===== src/rtl/axi4_pkg.sv =====
// AXI4 shared types: the response code enum used by every AXI4-Lite master and slave.
package axi4;

  typedef enum logic [1:0] {
    OKAY   = 2'b00,
    EXOKAY = 2'b01,
    SLVERR = 2'b10,
    DECERR = 2'b11
  } resp_t;

endpackage


===== src/rtl/mem_bridge.sv =====
// mem_bridge: single-outstanding AXI4-Lite master turning core load/store requests into AW/W/B or AR/R.
// Optional MEM_BRIDGE_TIMEOUT_EN abandons a stalled transaction after TIMEOUT cycles with rsp_err=1.
module mem_bridge
  import axi4::*;
#(
  parameter int ADDR_WIDTH = 32,
  parameter int DATA_WIDTH = 32
`ifdef MEM_BRIDGE_TIMEOUT_EN
  ,
  parameter int TIMEOUT    = 256
`endif
) (
  input  logic                    clk,
  input  logic                    rst,
  input  logic                    req_valid,
  output logic                    req_ready,
  input  logic                    req_we,
  input  logic [ADDR_WIDTH-1:0]   req_addr,
  input  logic [DATA_WIDTH-1:0]   req_wdata,
  input  logic [DATA_WIDTH/8-1:0] req_strb,
  output logic                    rsp_valid,
  input  logic                    rsp_ready,
  output logic [DATA_WIDTH-1:0]   rsp_rdata,
  output logic                    rsp_err,
  output logic [ADDR_WIDTH-1:0]   bus_awaddr,
  output logic                    bus_awvalid,
  input  logic                    bus_awready,
  output logic [DATA_WIDTH-1:0]   bus_wdata,
  output logic [DATA_WIDTH/8-1:0] bus_wstrb,
  output logic                    bus_wvalid,
  input  logic                    bus_wready,
  input  resp_t                   bus_bresp,
  input  logic                    bus_bvalid,
  output logic                    bus_bready,
  output logic [ADDR_WIDTH-1:0]   bus_araddr,
  output logic                    bus_arvalid,
  input  logic                    bus_arready,
  input  logic [DATA_WIDTH-1:0]   bus_rdata,
  input  resp_t                   bus_rresp,
  input  logic                    bus_rvalid,
  output logic                    bus_rready
);

  localparam int STRB_WIDTH = DATA_WIDTH / 8;

  typedef enum logic [2:0] {IDLE, WRITE, WRESP, READ, RDATA, RESP} state_t;

  state_t                state_q;
  logic                  awvalid_q, wvalid_q, bready_q, arvalid_q, rready_q;
  logic                  rsp_valid_q, rsp_err_q;
  logic [DATA_WIDTH-1:0] rsp_rdata_q, wdata_q;
  logic [ADDR_WIDTH-1:0] addr_q;
  logic [STRB_WIDTH-1:0] strb_q;
  logic                  aw_done, w_done, timeout_hit;

  // A channel counts as done once its valid is gone or is being accepted this cycle.
  assign aw_done = !awvalid_q || bus_awready;
  assign w_done  = !wvalid_q || bus_wready;

`ifdef MEM_BRIDGE_TIMEOUT_EN
  localparam int CNT_W = $clog2(TIMEOUT + 1);

  logic [CNT_W-1:0] tmo_q;
  logic             busy;

  assign busy        = state_q inside {WRITE, WRESP, READ, RDATA};
  assign timeout_hit = busy && (tmo_q == CNT_W'(TIMEOUT - 1));

  always_ff @(posedge clk or posedge rst) begin
    if (rst)                         tmo_q <= '0;
    else if (req_valid && req_ready) tmo_q <= '0;
    else if (busy)                   tmo_q <= tmo_q + 1'b1;
  end
`else
  assign timeout_hit = 1'b0;
`endif

  assign req_ready   = (state_q == IDLE);
  assign rsp_valid   = rsp_valid_q;
  assign rsp_err     = rsp_err_q;
  assign rsp_rdata   = rsp_rdata_q;
  assign bus_awaddr  = addr_q;
  assign bus_araddr  = addr_q;
  assign bus_wdata   = wdata_q;
  assign bus_wstrb   = strb_q;
  assign bus_awvalid = awvalid_q;
  assign bus_wvalid  = wvalid_q;
  assign bus_bready  = bready_q;
  assign bus_arvalid = arvalid_q;
  assign bus_rready  = rready_q;

  always_ff @(posedge clk or posedge rst) begin
    if (rst) begin
      state_q     <= IDLE;
      awvalid_q   <= 1'b0;
      wvalid_q    <= 1'b0;
      bready_q    <= 1'b0;
      arvalid_q   <= 1'b0;
      rready_q    <= 1'b0;
      rsp_valid_q <= 1'b0;
      rsp_err_q   <= 1'b0;
      rsp_rdata_q <= '0;
      // NOTE: payload registers are reset too so the bus never shows X while idle.
      addr_q      <= '0;
      wdata_q     <= '0;
      strb_q      <= '0;
    end else begin
      case (state_q)
        IDLE: begin
          if (req_valid) begin
            addr_q  <= req_addr;
            wdata_q <= req_wdata;
            strb_q  <= req_strb;
            if (req_we) begin
              state_q   <= WRITE;
              awvalid_q <= 1'b1;
              wvalid_q  <= 1'b1;
              bready_q  <= 1'b1;
            end else begin
              state_q   <= READ;
              arvalid_q <= 1'b1;
              rready_q  <= 1'b1;
            end
          end
        end
        WRITE: begin
          if (bus_awready) awvalid_q <= 1'b0;
          if (bus_wready)  wvalid_q  <= 1'b0;
          if (aw_done && w_done) begin
            if (bus_bvalid) begin
              bready_q    <= 1'b0;
              rsp_err_q   <= (bus_bresp != OKAY);
              rsp_rdata_q <= '0;
              rsp_valid_q <= 1'b1;
              state_q     <= RESP;
            end else begin
              state_q <= WRESP;
            end
          end
        end
        WRESP: begin
          if (bus_bvalid) begin
            bready_q    <= 1'b0;
            rsp_err_q   <= (bus_bresp != OKAY);
            rsp_rdata_q <= '0;
            rsp_valid_q <= 1'b1;
            state_q     <= RESP;
          end
        end
        READ: begin
          if (bus_arready) begin
            arvalid_q <= 1'b0;
            state_q   <= RDATA;
          end
        end
        RDATA: begin
          if (bus_rvalid) begin
            rready_q    <= 1'b0;
            rsp_rdata_q <= bus_rdata;
            rsp_err_q   <= (bus_rresp != OKAY);
            rsp_valid_q <= 1'b1;
            state_q     <= RESP;
          end
        end
        RESP: begin
          if (rsp_ready) begin
            rsp_valid_q <= 1'b0;
            state_q     <= IDLE;
          end
        end
        default: state_q <= IDLE;
      endcase

      // NOTE: the last nonblocking assignment wins, so an expiring timeout overrides the case above.
      if (timeout_hit) begin
        awvalid_q   <= 1'b0;
        wvalid_q    <= 1'b0;
        bready_q    <= 1'b0;
        arvalid_q   <= 1'b0;
        rready_q    <= 1'b0;
        rsp_err_q   <= 1'b1;
        rsp_rdata_q <= '0;
        rsp_valid_q <= 1'b1;
        state_q     <= RESP;
      end
    end
  end

endmodule


===== config.mk =====
export PLATFORM = sky130hd
export DESIGN_NAME = mem_bridge
export DESIGN_NICKNAME = d
export VERILOG_FILES = /design/src/rtl/axi4_pkg.sv /design/src/rtl/mem_bridge.sv
export SDC_FILE = /design/constraint.sdc
export NUM_CORES = 1
export LEC_CHECK = 0
export CAP_MARGIN = 20
export CORE_ASPECT_RATIO = 1.2
export CORE_MARGIN = 2
export CORE_UTILIZATION = 29
export CTS_CLUSTER_SIZE = 40
export DETAILED_ROUTE_END_ITERATION = 10
export PLACE_DENSITY = 0.71
export SETUP_SLACK_MARGIN = 0.1
export SYNTH_ARGS = -nofsm -noshare
export SYNTH_HDL_FRONTEND = slang
export SYNTH_SLANG_ARGS = --single-unit

===== constraint.sdc =====
create_clock -name clk -period 3.37 [get_ports clk]
set_clock_uncertainty 0.1 [all_clocks]
set_input_delay 0.674 -clock clk [delete_from_list [all_inputs] [get_ports clk]]
set_output_delay 0.674 -clock clk [all_outputs]
set_load 0.01 [all_outputs]

==> results.txt, run 1 <==
----------------------------------------------------
[Global routing]
  Vias in the first global route ... 3625
  Largest net degree at the start of global routing ... 111
  Wire length of the first global-routing pass ... 19100 microns
  Initial antenna violation count ... 0
  GRT overflow ... 0
  Total global routing track utilization ... 14.5%

[Timing]
  RSZ-0062 raised after global routing ... no
  Number of slew-limit violations in the final report ... 0
  Final setup fails ... 0
  Fin Setup TNS ... 0 ns
  Slew headroom ... 58.1%
  Upper clock frequency limit ... 370 MHz
  Transition time of the tightest slew-check pin ... 0.629 ns
  Final cycle utilization of the critical path ... 80.2%
  Number of hold violations in the final report ... 0
  Final critical path time including I/O delays and setup ... 2.70 ns

[Pwr]
  Power Density ... 943 nW/um^2
  Relative contribution of the clock network to total power ... 14.6%
  Worst IR Drop VDD ... 0.357 mV
  Sum of internal, switching and leakage power ... 6890 uW
  Net Sw Power ... 2220 uW
  Comb pwr share ... 50.2%
  Switching part of the total power ... 32.3%
  Standby leakage power ... 0.00304 uW
  Seq pwr share ... 35.3%
  Internal power contribution ... 4670 uW

[Yosys]
  Most common cell in the synthesized netlist ... dfrtp_1
  Post-synthesis cell area ... 4520 sq um
  Number of enable-type register cells in the synthesized netlist ... 0
  Flip-flop and latch count after synthesis ... 110
  Mean cell area of the mapped netlist ... 14.0 sq um
  Count of distinct cell types in the synthesized netlist ... 29
  Post-synthesis cell count ... 323
  Warning count from the yosys run ... 0
  Largest cells by area after synthesis ... dfrtp_1 (61%), mux2_2 (16%), a22o_1 (6.2%)
  Cell accounting for the most synthesized area ... dfrtp_1
  Area share of the leading cell type in the synthesized netlist ... 60.9%
  Sequential cell area fraction in the yosys report ... 60.9%
  Async SR Flop Fraction ... 100%
  Most instantiated cells after synthesis ... dfrtp_1 (110), mux2_2 (64), buf_4 (33)
  Syn_nets ... 437
  Most used DFF post-synth ... dfrtp_1

[Drt]
  Via density per instance ... 4.52
  Number of DRC markers in iteration 0 ... 79
  Number of vias after detailed routing ... 3400
  Drt first pass iters ... 4
  WL per Instance ... 16.0 microns
  DRC violations left ... 0
  Total Routed Length ... 12100 microns
  Routed Antenna Nets ... 0

[Layout]
  Fraction of final layout cells with drive strength greater than 1 ... 15.8%
  Ant. Diodes ... 0
  Layout Utilization ... 47.3%
  Relative area change from synthesis to final layout ... 61.5%
  Nets ... 654

[Worst setup path]
  Req. time, crit path ... 2.60 ns
  Buffering stage count on the worst path with inverters included ... 1
  Cell with the largest stage delay on the worst path ... dfrtp_1
  Family with the most delay on the worst path ... flip-flops
  Kind of end point of the critical path ... output port
  Chain of cells forming the critical path ... or2_1, nor2_1, clkdlybuf4s50_1
  Setup Crit Path Kind ... reg2out
  Peak per-stage delay on the critical path ... 0.56 ns
  Crit path max fanout ... 14
  Worst endpoint data arrival time ... 1.93 ns
  Category of the worst setup path launch point ... flop
  Reg-to-reg setup timing slack ... 1.30 ns

[Clocking]
  Cts repair resizes ... 0
  CTS tree ... yes
  Worst-path clk slew ... 0.07 ns
  CTS sink count ... 110
  Count of buffers added by post-CTS timing repair for setup ... 0
  H-tree level count ... 3
  Root cell of the clock tree ... clkbuf_16
  Clock latency on the worst-skew pair ... 0.34 ns
  Inserted Clock Buffers ... 9
  Count of hold buffers inserted by post-cts repair ... 0
  CTS max path bufs ... 2

[Floorplanning]
  Die Wd ... 118 microns
  Die Ht ... 141 microns
  Number of placement rows ... 50
  Die area ... 16600 sq um
  Core footprint ... 15500 sq um
  Initial cell density of the core ... 29.3%
  Top-level port count ... 254

[Place]
  Count of buffers from port buffering ... 253
  Routability congestion estimate from global placement ... 0.765
  Post-DP HPWL ... 8900 microns

[Outcome]
  Status ... complete, no violations

[Min path]
  Class of the tightest hold or removal check ... reg2reg

[Run]
  Number of maximum-capacitance violations ... 0

----------------------------------------------------
[logic make-up after synthesis]
family | share of synthesized area, %
buffers and inverters | 8.77
AND/OR/NAND/NOR | 2.88
AO/OA/AOI/OAI | 10.1
flip-flops | 60.9
multiplexers | 17.4
[power by group through the flow]
| stage | clock (uW) | combinational, uW | sequential, uW |
|---|---|---|---|
| floorplan | 0 | 1480 | 2660 |
| global placement | 0 | 3420 | 2430 |
| detailed placement | 0 | 3500 | 2460 |
| CTS | 1040 | 3510 | 2440 |
| global route | 1100 | 3660 | 2530 |
| finish | 1000 | 3450 | 2430 |
[stage by stage]
step                      area [sq um]  instances  setup WS, ns  hold WS, ns
after detailed placement          7030        737         0.841        0.374
final                             7310        753         0.668        0.383
after global placement            7030        737         0.880        0.372
after global routing              7310        753         0.583        0.411
after floorplan                   4530        323          1.27        0.413
after CTS                         7310        753         0.657        0.390
[routing by layer]
metal  share of wire, %  routed length (microns)  global-route usage (%)
met1                 37                     4470                    16.0
met2                 54                     6560                    26.7
met3                6.1                      735                    3.36
met5                  0                        0                       0
met4                2.4                      295                    5.96
[placed cells by master (no fill, tap or decap), drive strengths merged]
cell / count
a21oi: 5
o22ai: 1
o211ai: 1
a41oi: 1
a22o: 32
o41ai: 1
nand2: 9
nor2: 7
nor4bb: 1
dfrtp: 110
mux2: 68
clkinvlp: 3
nor4b: 1
or2: 1
clkbuf: 12
nor3: 1
a31oi: 4
clkdlybuf4s50: 253
o31ai: 2
o221a: 1
clkinv: 2
o21ai: 6
nor2b: 3
nand2b: 1
o31a: 2
inv: 8
buf: 4
mux2i: 2
a21o: 3
[area by class of cell]
| cell class | count | area [sq um] |
|---|---|---|
| clock buffers | 12 | 246 |
| clock inverters | 4 | 32.5 |
| fillers | 1410 | 8150 |
| inverters | 9 | 37.5 |
| multi-input cells | 153 | 1390 |
| flip-flops and latches | 110 | 2750 |
| well taps | 208 | 260 |
| repair buffers | 257 | 2590 |
[registers in the layout, summed over array words and instances (netlist names)]
name	count
bus_awvalid	1
rsp_valid	1
bus_wvalid	1
bus_bready	1
bus_araddr	32
bus_wdata	32
state_q	3
bus_rready	1
rsp_rdata	32
rsp_err	1
bus_wstrb	4
bus_arvalid	1
[final timing paths]
check / from / end / cells after the start
setup / recovery: state_q[1] / req_ready / 3
hold / removal: bus_wdata[21] / bus_wdata[21] / 1
setup reg to reg: state_q[0] / rsp_err / 5
hold reg to reg: bus_wdata[21] / bus_wdata[21] / 1
max in group asynchronous: rst / bus_araddr[31] / 3
min in group asynchronous: rst / bus_araddr[1] / 3
Note: power is estimated with default switching activity, not from simulation.
==> inputs of run 2 (changes only) <==
--- a/config.mk
+++ b/config.mk
@@ -11,7 +11,7 @@
 export CORE_UTILIZATION = 29
 export CTS_CLUSTER_SIZE = 40
 export DETAILED_ROUTE_END_ITERATION = 10
-export PLACE_DENSITY = 0.71
+export PLACE_DENSITY = 0.68
 export SETUP_SLACK_MARGIN = 0.1
 export SYNTH_ARGS = -nofsm -noshare
 export SYNTH_HDL_FRONTEND = slang
==> constraint.sdc (replaced) <==
create_clock -name clk -period 2.6 [get_ports clk]
set_clock_uncertainty 0.1 [all_clocks]
set_input_delay 0.52 -clock clk [delete_from_list [all_inputs] [get_ports clk]]
set_output_delay 0.52 -clock clk [all_outputs]
set_load 0.01 [all_outputs]
==> results.txt, run 2 (synthesis results as in run 1) <==
----------------------------------------------------
[Run]
  Number of maximum-capacitance violations ... 0 (unchanged)

[Worst setup path]
  Number of cells on the worst reg-to-reg path ... 3 (-2)
  Req. time, crit path ... 1.98 ns (-0.62 ns)
  Category of the worst setup path launch point ... flop
  Kind of end point of the critical path ... output port
  Worst endpoint data arrival time ... 1.73 ns (-0.20 ns)
  Crit path max fanout ... 7 (-7)
  Setup Crit Path Kind ... reg2out

[Drt]
  WL per Instance ... 15.7 microns (-1.7%)
  Drt first pass iters ... 4 (unchanged)
  Number of vias after detailed routing ... 3406 (+0.18%)
  Via density per instance ... 4.49 (-0.48%)
  Total Routed Length ... 11900 microns (-1.0%)
  Number of DRC markers in iteration 0 ... 121 (+53%)
  Routed Antenna Nets ... 0 (unchanged)
  DRC violations left ... 0 (unchanged)

[Clocking]
  CTS sink count ... 110 (unchanged)
  Worst-path clk slew ... 0.07 ns (about the same)
  Inserted Clock Buffers ... 9 (unchanged)
  Root cell of the clock tree ... clkbuf_16
  Clock latency on the worst-skew pair ... 0.34 ns (about the same)
  CTS tree ... yes
  Count of hold buffers inserted by post-cts repair ... 0 (unchanged)
  H-tree level count ... 3 (unchanged)
  CTS max path bufs ... 2 (unchanged)

[Layout]
  Commonest non-fill, non-tap cell in the layout ... clkdlybuf4s50_1
  Fraction of final layout cells with drive strength greater than 1 ... 16.9% (+1.1 points)
  Leading cell types in the layout, fill and taps excluded ... clkdlybuf4s50_1 (253), dfrtp_1 (109), mux2_2 (64)
  Non-Filler Cell Area, Final ... 7390 sq um (+1.1%)
  Relative area change from synthesis to final layout ... 63.3%
  Nets ... 659 (+0.76%)
  Ant. Diodes ... 0 (unchanged)

[Pwr]
  Power Density ... 1230 nW/um^2 (+31%)
  Comb pwr share ... 50.0% (-0.2 points)
  Worst IR Drop VDD ... 0.718 mV (+100%)
  Internal power contribution ... 6230 uW (+34%)
  Switching part of the total power ... 31.7% (-0.62 points)
  Relative contribution of the clock network to total power ... 15.6% (+1.0 points)
  Seq pwr share ... 34.4% (-0.9 points)
  Standby leakage power ... 0.00308 uW (+1.5%)
  Net Sw Power ... 2890 uW (+30%)

[Min path]
  Class of the tightest hold or removal check ... reg2reg
  Cells on Worst Hold Path ... 1 (unchanged)

[Floorplanning]
  Die Wd ... 118 microns (unchanged)
  Number of placement rows ... 50 (unchanged)
  Die Ht ... 141 microns (unchanged)
  Initial cell density of the core ... 29.3% (unchanged)
  Core footprint ... 15500 sq um (unchanged)
  Top-level port count ... 254 (unchanged)
  Die area ... 16600 sq um (unchanged)

[Global routing]
  Total global routing track utilization ... 14.5% (about the same)
  Vias in the first global route ... 3576 (-1.4%)
  Wire length of the first global-routing pass ... 19100 microns (-0.40%)
  GRT overflow ... 0 (unchanged)
  Initial antenna violation count ... 0 (unchanged)
  Largest net degree at the start of global routing ... 111 (unchanged)

[Timing]
  Upper clock frequency limit ... 426 MHz
  Final setup fails ... 0 (unchanged)
  Transition time of the tightest slew-check pin ... 0.589 ns (-0.0403 ns)
  RSZ-0062 raised after global routing ... no
  Number of hold violations in the final report ... 0 (unchanged)
  Fin Setup TNS ... 0 ns (unchanged)
  Number of slew-limit violations in the final report ... 0 (unchanged)
  Final critical path time including I/O delays and setup ... 2.35 ns
  Slew headroom ... 60.7% (+2.7 points)
  Final cycle utilization of the critical path ... 90.2%

[Place]
  Area after detailed placement ... 7050 sq um (+0.28%)
  Count of buffers from port buffering ... 253 (unchanged)
  Routability congestion estimate from global placement ... 0.816 (+6.8%)
  Post-DP HPWL ... 8730 microns (-1.9%)

[Outcome]
  Status ... complete, no violations

----------------------------------------------------
run 2: cell types whose count changed in the layout (fill, tap and decap cells not counted), sizes merged:
cell,change
clkinv,-2
inv,+1
bufinv,+1
buf,+5
run 2: through the flow:
step,setup WS (ns),instances,util [%],hold slack (ns),total power [uW]
after detailed placement,0.227,738,45.6,0.382,7740
after CTS,0.107,754,47.6,0.400,9210
after global routing,0.148,758,47.8,0.414,9660
after global placement,0.286,738,45.6,0.371,7620
after floorplan,0.651,323,-,0.413,5370
final,0.254,758,47.8,0.399,9120
run 2: repair_timing:
action | in CTS | in global routing
buffers inserted | 0 | 4
setup endpoints to repair | 0 | 1
gates resized for setup | 0 | 1
run 2: layout make-up:
cell class              instances  area [sq um]
clock inverters                 4          53.8
repair buffers                262          2640
clock buffers                  12           256
inverters                       9          37.5
flip-flops and latches        110          2750
multi-input cells             153          1390
well taps                     208           260
fillers                      1387          8060
run 2: power groups by stage:
stage	logic [uW]	clock network, uW	registers, uW
after detailed placement	4560	0	3180
after CTS	4570	1470	3160
after global routing	4840	1550	3270
after global placement	4480	0	3140
final	4560	1420	3130
after floorplan	1920	0	3450
run 2: path summary, 6_finish.rpt:
kind / startpoint / slack [ns] / to
min reg2reg: bus_wdata[16] / 0.40 / bus_wdata[16]
min: bus_wdata[16] / 0.40 / bus_wdata[16]
max in group asynchronous: rst / 1.35 / state_q[2]
max reg2reg: state_q[0] / 0.57 / bus_araddr[5]
max: state_q[2] / 0.25 / req_ready
min in group asynchronous: rst / 0.61 / bus_araddr[3]
run 2: worst max-delay path, cell delays in order (launching register included):
cell             delay (ns)
dfrtp_2                0.45
or2_1                  0.28
nor2_1                 0.10
clkdlybuf4s50_1        0.55
run 2: routing by layer:
layer	GRT usage, %	wire (microns)	vias to the layer above
met5	0	0	-
met4	5.39	233	0
met3	4.13	741	16
met2	26.5	6480	135
met1	15.9	4480	1698
li1	-	-	1557
==> inputs of run 3 (changes only) <==
==> constraint.sdc (replaced) <==
create_clock -name clk -period 2.6 [get_ports clk]
set_clock_uncertainty 0.1 [all_clocks]
set_input_delay 0.26 -clock clk [delete_from_list [all_inputs] [get_ports clk]]
set_output_delay 0.26 -clock clk [all_outputs]
set_load 0.01 [all_outputs]
==> results.txt, run 3 (synthesis results as in run 1) <==
----------------------------------------------------
[Outcome]
  Status ... complete, no violations

[Timing]
  Final setup fails ... 0 (unchanged)
  Final cycle utilization of the critical path ... 88.3% (-1.9 points)
  Upper clock frequency limit ... 435 MHz (+2.2%)
  Number of hold violations in the final report ... 0 (unchanged)
  Fin Setup TNS ... 0 ns (unchanged)
  Slew headroom ... 60.8% (+0.063 points)
  RSZ-0062 raised after global routing ... no
  Final critical path time including I/O delays and setup ... 2.30 ns (-0.0499 ns)
  Number of slew-limit violations in the final report ... 0 (unchanged)
  Transition time of the tightest slew-check pin ... 0.588 ns (-0.000949 ns)
  Min setup slack post-route ... 0.304 ns (+0.0499 ns)

[Clocking]
  CTS max path bufs ... 2 (unchanged)
  Count of hold buffers inserted by post-cts repair ... 0 (unchanged)
  Inserted Clock Buffers ... 9 (unchanged)
  Worst-path clk slew ... 0.08 ns (about the same)
  Root cell of the clock tree ... clkbuf_16
  Cts repair resizes ... 0 (unchanged)
  Count of buffers added by post-CTS timing repair for setup ... 0 (unchanged)
  H-tree level count ... 3 (unchanged)
  CTS sink count ... 110 (unchanged)
  CTS tree ... yes
  Clock latency on the worst-skew pair ... 0.34 ns (about the same)

[Drt]
  DR top layer ... met4
  Via density per instance ... 4.53 (+0.90%)
  Number of vias after detailed routing ... 3414 (+0.23%)
  DRC violations left ... 0 (unchanged)
  Number of DRC markers in iteration 0 ... 119 (-1.7%)
  Wire length on met1 ... 4530 microns (+1.1%)
  Total Routed Length ... 12000 microns (+0.38%)
  WL per Instance ... 15.9 microns (+1.0%)
  Drt first pass iters ... 4 (unchanged)
  Detailed route wirelength on metal3 ... 777 microns (+4.9%)
  Routed length on met2 ... 6460 microns (-0.22%)
  Routed Antenna Nets ... 0 (unchanged)

[Floorplanning]
  Die Wd ... 118 microns (unchanged)
  Die area ... 16600 sq um (unchanged)
  Number of placement rows ... 50 (unchanged)
  Die Ht ... 141 microns (unchanged)
  Core footprint ... 15500 sq um (unchanged)
  Top-level port count ... 254 (unchanged)
  Initial cell density of the core ... 29.3% (unchanged)

[Global routing]
  Vias in the first global route ... 3593 (+0.48%)
  Wire length of the first global-routing pass ... 19500 microns (+2.2%)
  Initial antenna violation count ... 0 (unchanged)
  GRT overflow ... 0 (unchanged)
  Total global routing track utilization ... 14.7% (+0.20 points)
  Largest net degree at the start of global routing ... 111 (unchanged)

[Run]
  Number of maximum-capacitance violations ... 0 (unchanged)

[Layout]
  Fraction of final layout cells with drive strength greater than 1 ... 16.1% (-0.76 points)
  Ant. Diodes ... 0 (unchanged)
  Commonest non-fill, non-tap cell in the layout ... clkdlybuf4s50_1
  Final-layout fill cell count ... 1426 (+2.8%)
  Nets ... 654 (-0.76%)
  Layout Utilization ... 47.6% (-0.21 points)
  Relative area change from synthesis to final layout ... 62.6%
  Leading cell types in the layout, fill and taps excluded ... clkdlybuf4s50_1 (253), dfrtp_1 (110), mux2_2 (64)

[Pwr]
  Power Density ... 1240 nW/um^2 (+0.25%)
  Sum of internal, switching and leakage power ... 9100 uW (-0.19%)
  Worst IR Drop VDD ... 0.639 mV (-11%)
  Standby leakage power ... 0.00307 uW (-0.53%)

[Place]
  Count of buffers from port buffering ... 253 (unchanged)
  Minimum setup slack after placement ... 0.461 ns (+0.234 ns)
  Routability congestion estimate from global placement ... 0.785 (-3.8%)
  Post-DP HPWL ... 8790 microns (+0.74%)

[Worst setup path]
  Kind of end point of the critical path ... output port
  Worst endpoint data arrival time ... 1.94 ns (+0.21 ns)
  Crit path max fanout ... 14 (+7)
  Setup Crit Path Kind ... reg2out
  Category of the worst setup path launch point ... flop
  Req. time, crit path ... 2.24 ns (+0.26 ns)

[Min path]
  Class of the tightest hold or removal check ... in2async

----------------------------------------------------
run 3: changes by cell type in the layout (fill, tap and decap cells not counted), sizes merged:
cell      delta
clkbuf       -2
clkinv       +1
buf          -5
clkinvlp     -1
inv          +2
run 3: power by group:
| part | internal, uW | switching, uW | total (uW) |
|---|---|---|---|
| logic | 2820 | 1660 | 4480 |
| clock network | 793 | 657 | 1450 |
| registers | 2560 | 606 | 3170 |
run 3: critical path: stages (launching register included):
cell             delay, ns
dfrtp_1               0.57
or2_1                 0.37
nor2_1                0.10
clkdlybuf4s50_1       0.55
run 3: final cells by class:
class	count	area [sq um]	share of cell area [%]
clock buffers	10	239	3.25
clock inverters	6	77.6	1.05
inverters	9	37.5	0.510
multi-input cells	153	1390	18.9
flip-flops and latches	110	2750	37.4
well taps	208	260	3.54
repair buffers	257	2600	35.3
run 3: stage by stage:
| step | hold WS [ns] | cell area (sq um) | std cells |
|---|---|---|---|
| finish | 0.328 | 7360 | 753 |
| global route | 0.381 | 7360 | 753 |
| CTS | 0.350 | 7360 | 753 |
| detailed placement | 0.378 | 7040 | 737 |
| global placement | 0.371 | 7040 | 737 |
| floorplan | 0.255 | 4530 | 323 |
run 3: final timing paths:
kind                       slack [ns]           from  depth (start not counted)              to
hold reg to reg                  0.39  bus_wdata[21]                          1   bus_wdata[21]
setup / recovery                 0.30     state_q[1]                          3       req_ready
max in group asynchronous        1.64            rst                          3    bus_wstrb[0]
setup reg to reg                 0.49     state_q[0]                          5         rsp_err
min in group clk                 0.39  bus_wdata[21]                          1   bus_wdata[21]
hold / removal                   0.33            rst                          3  bus_araddr[10]
run 3: routing by layer:
metal | global-route usage, % | up-vias
met4 | 5.01 | 0
li1 | - | 1541
met2 | 26.0 | 146
met3 | 3.96 | 14
met1 | 17.1 | 1713
met5 | 0 | -
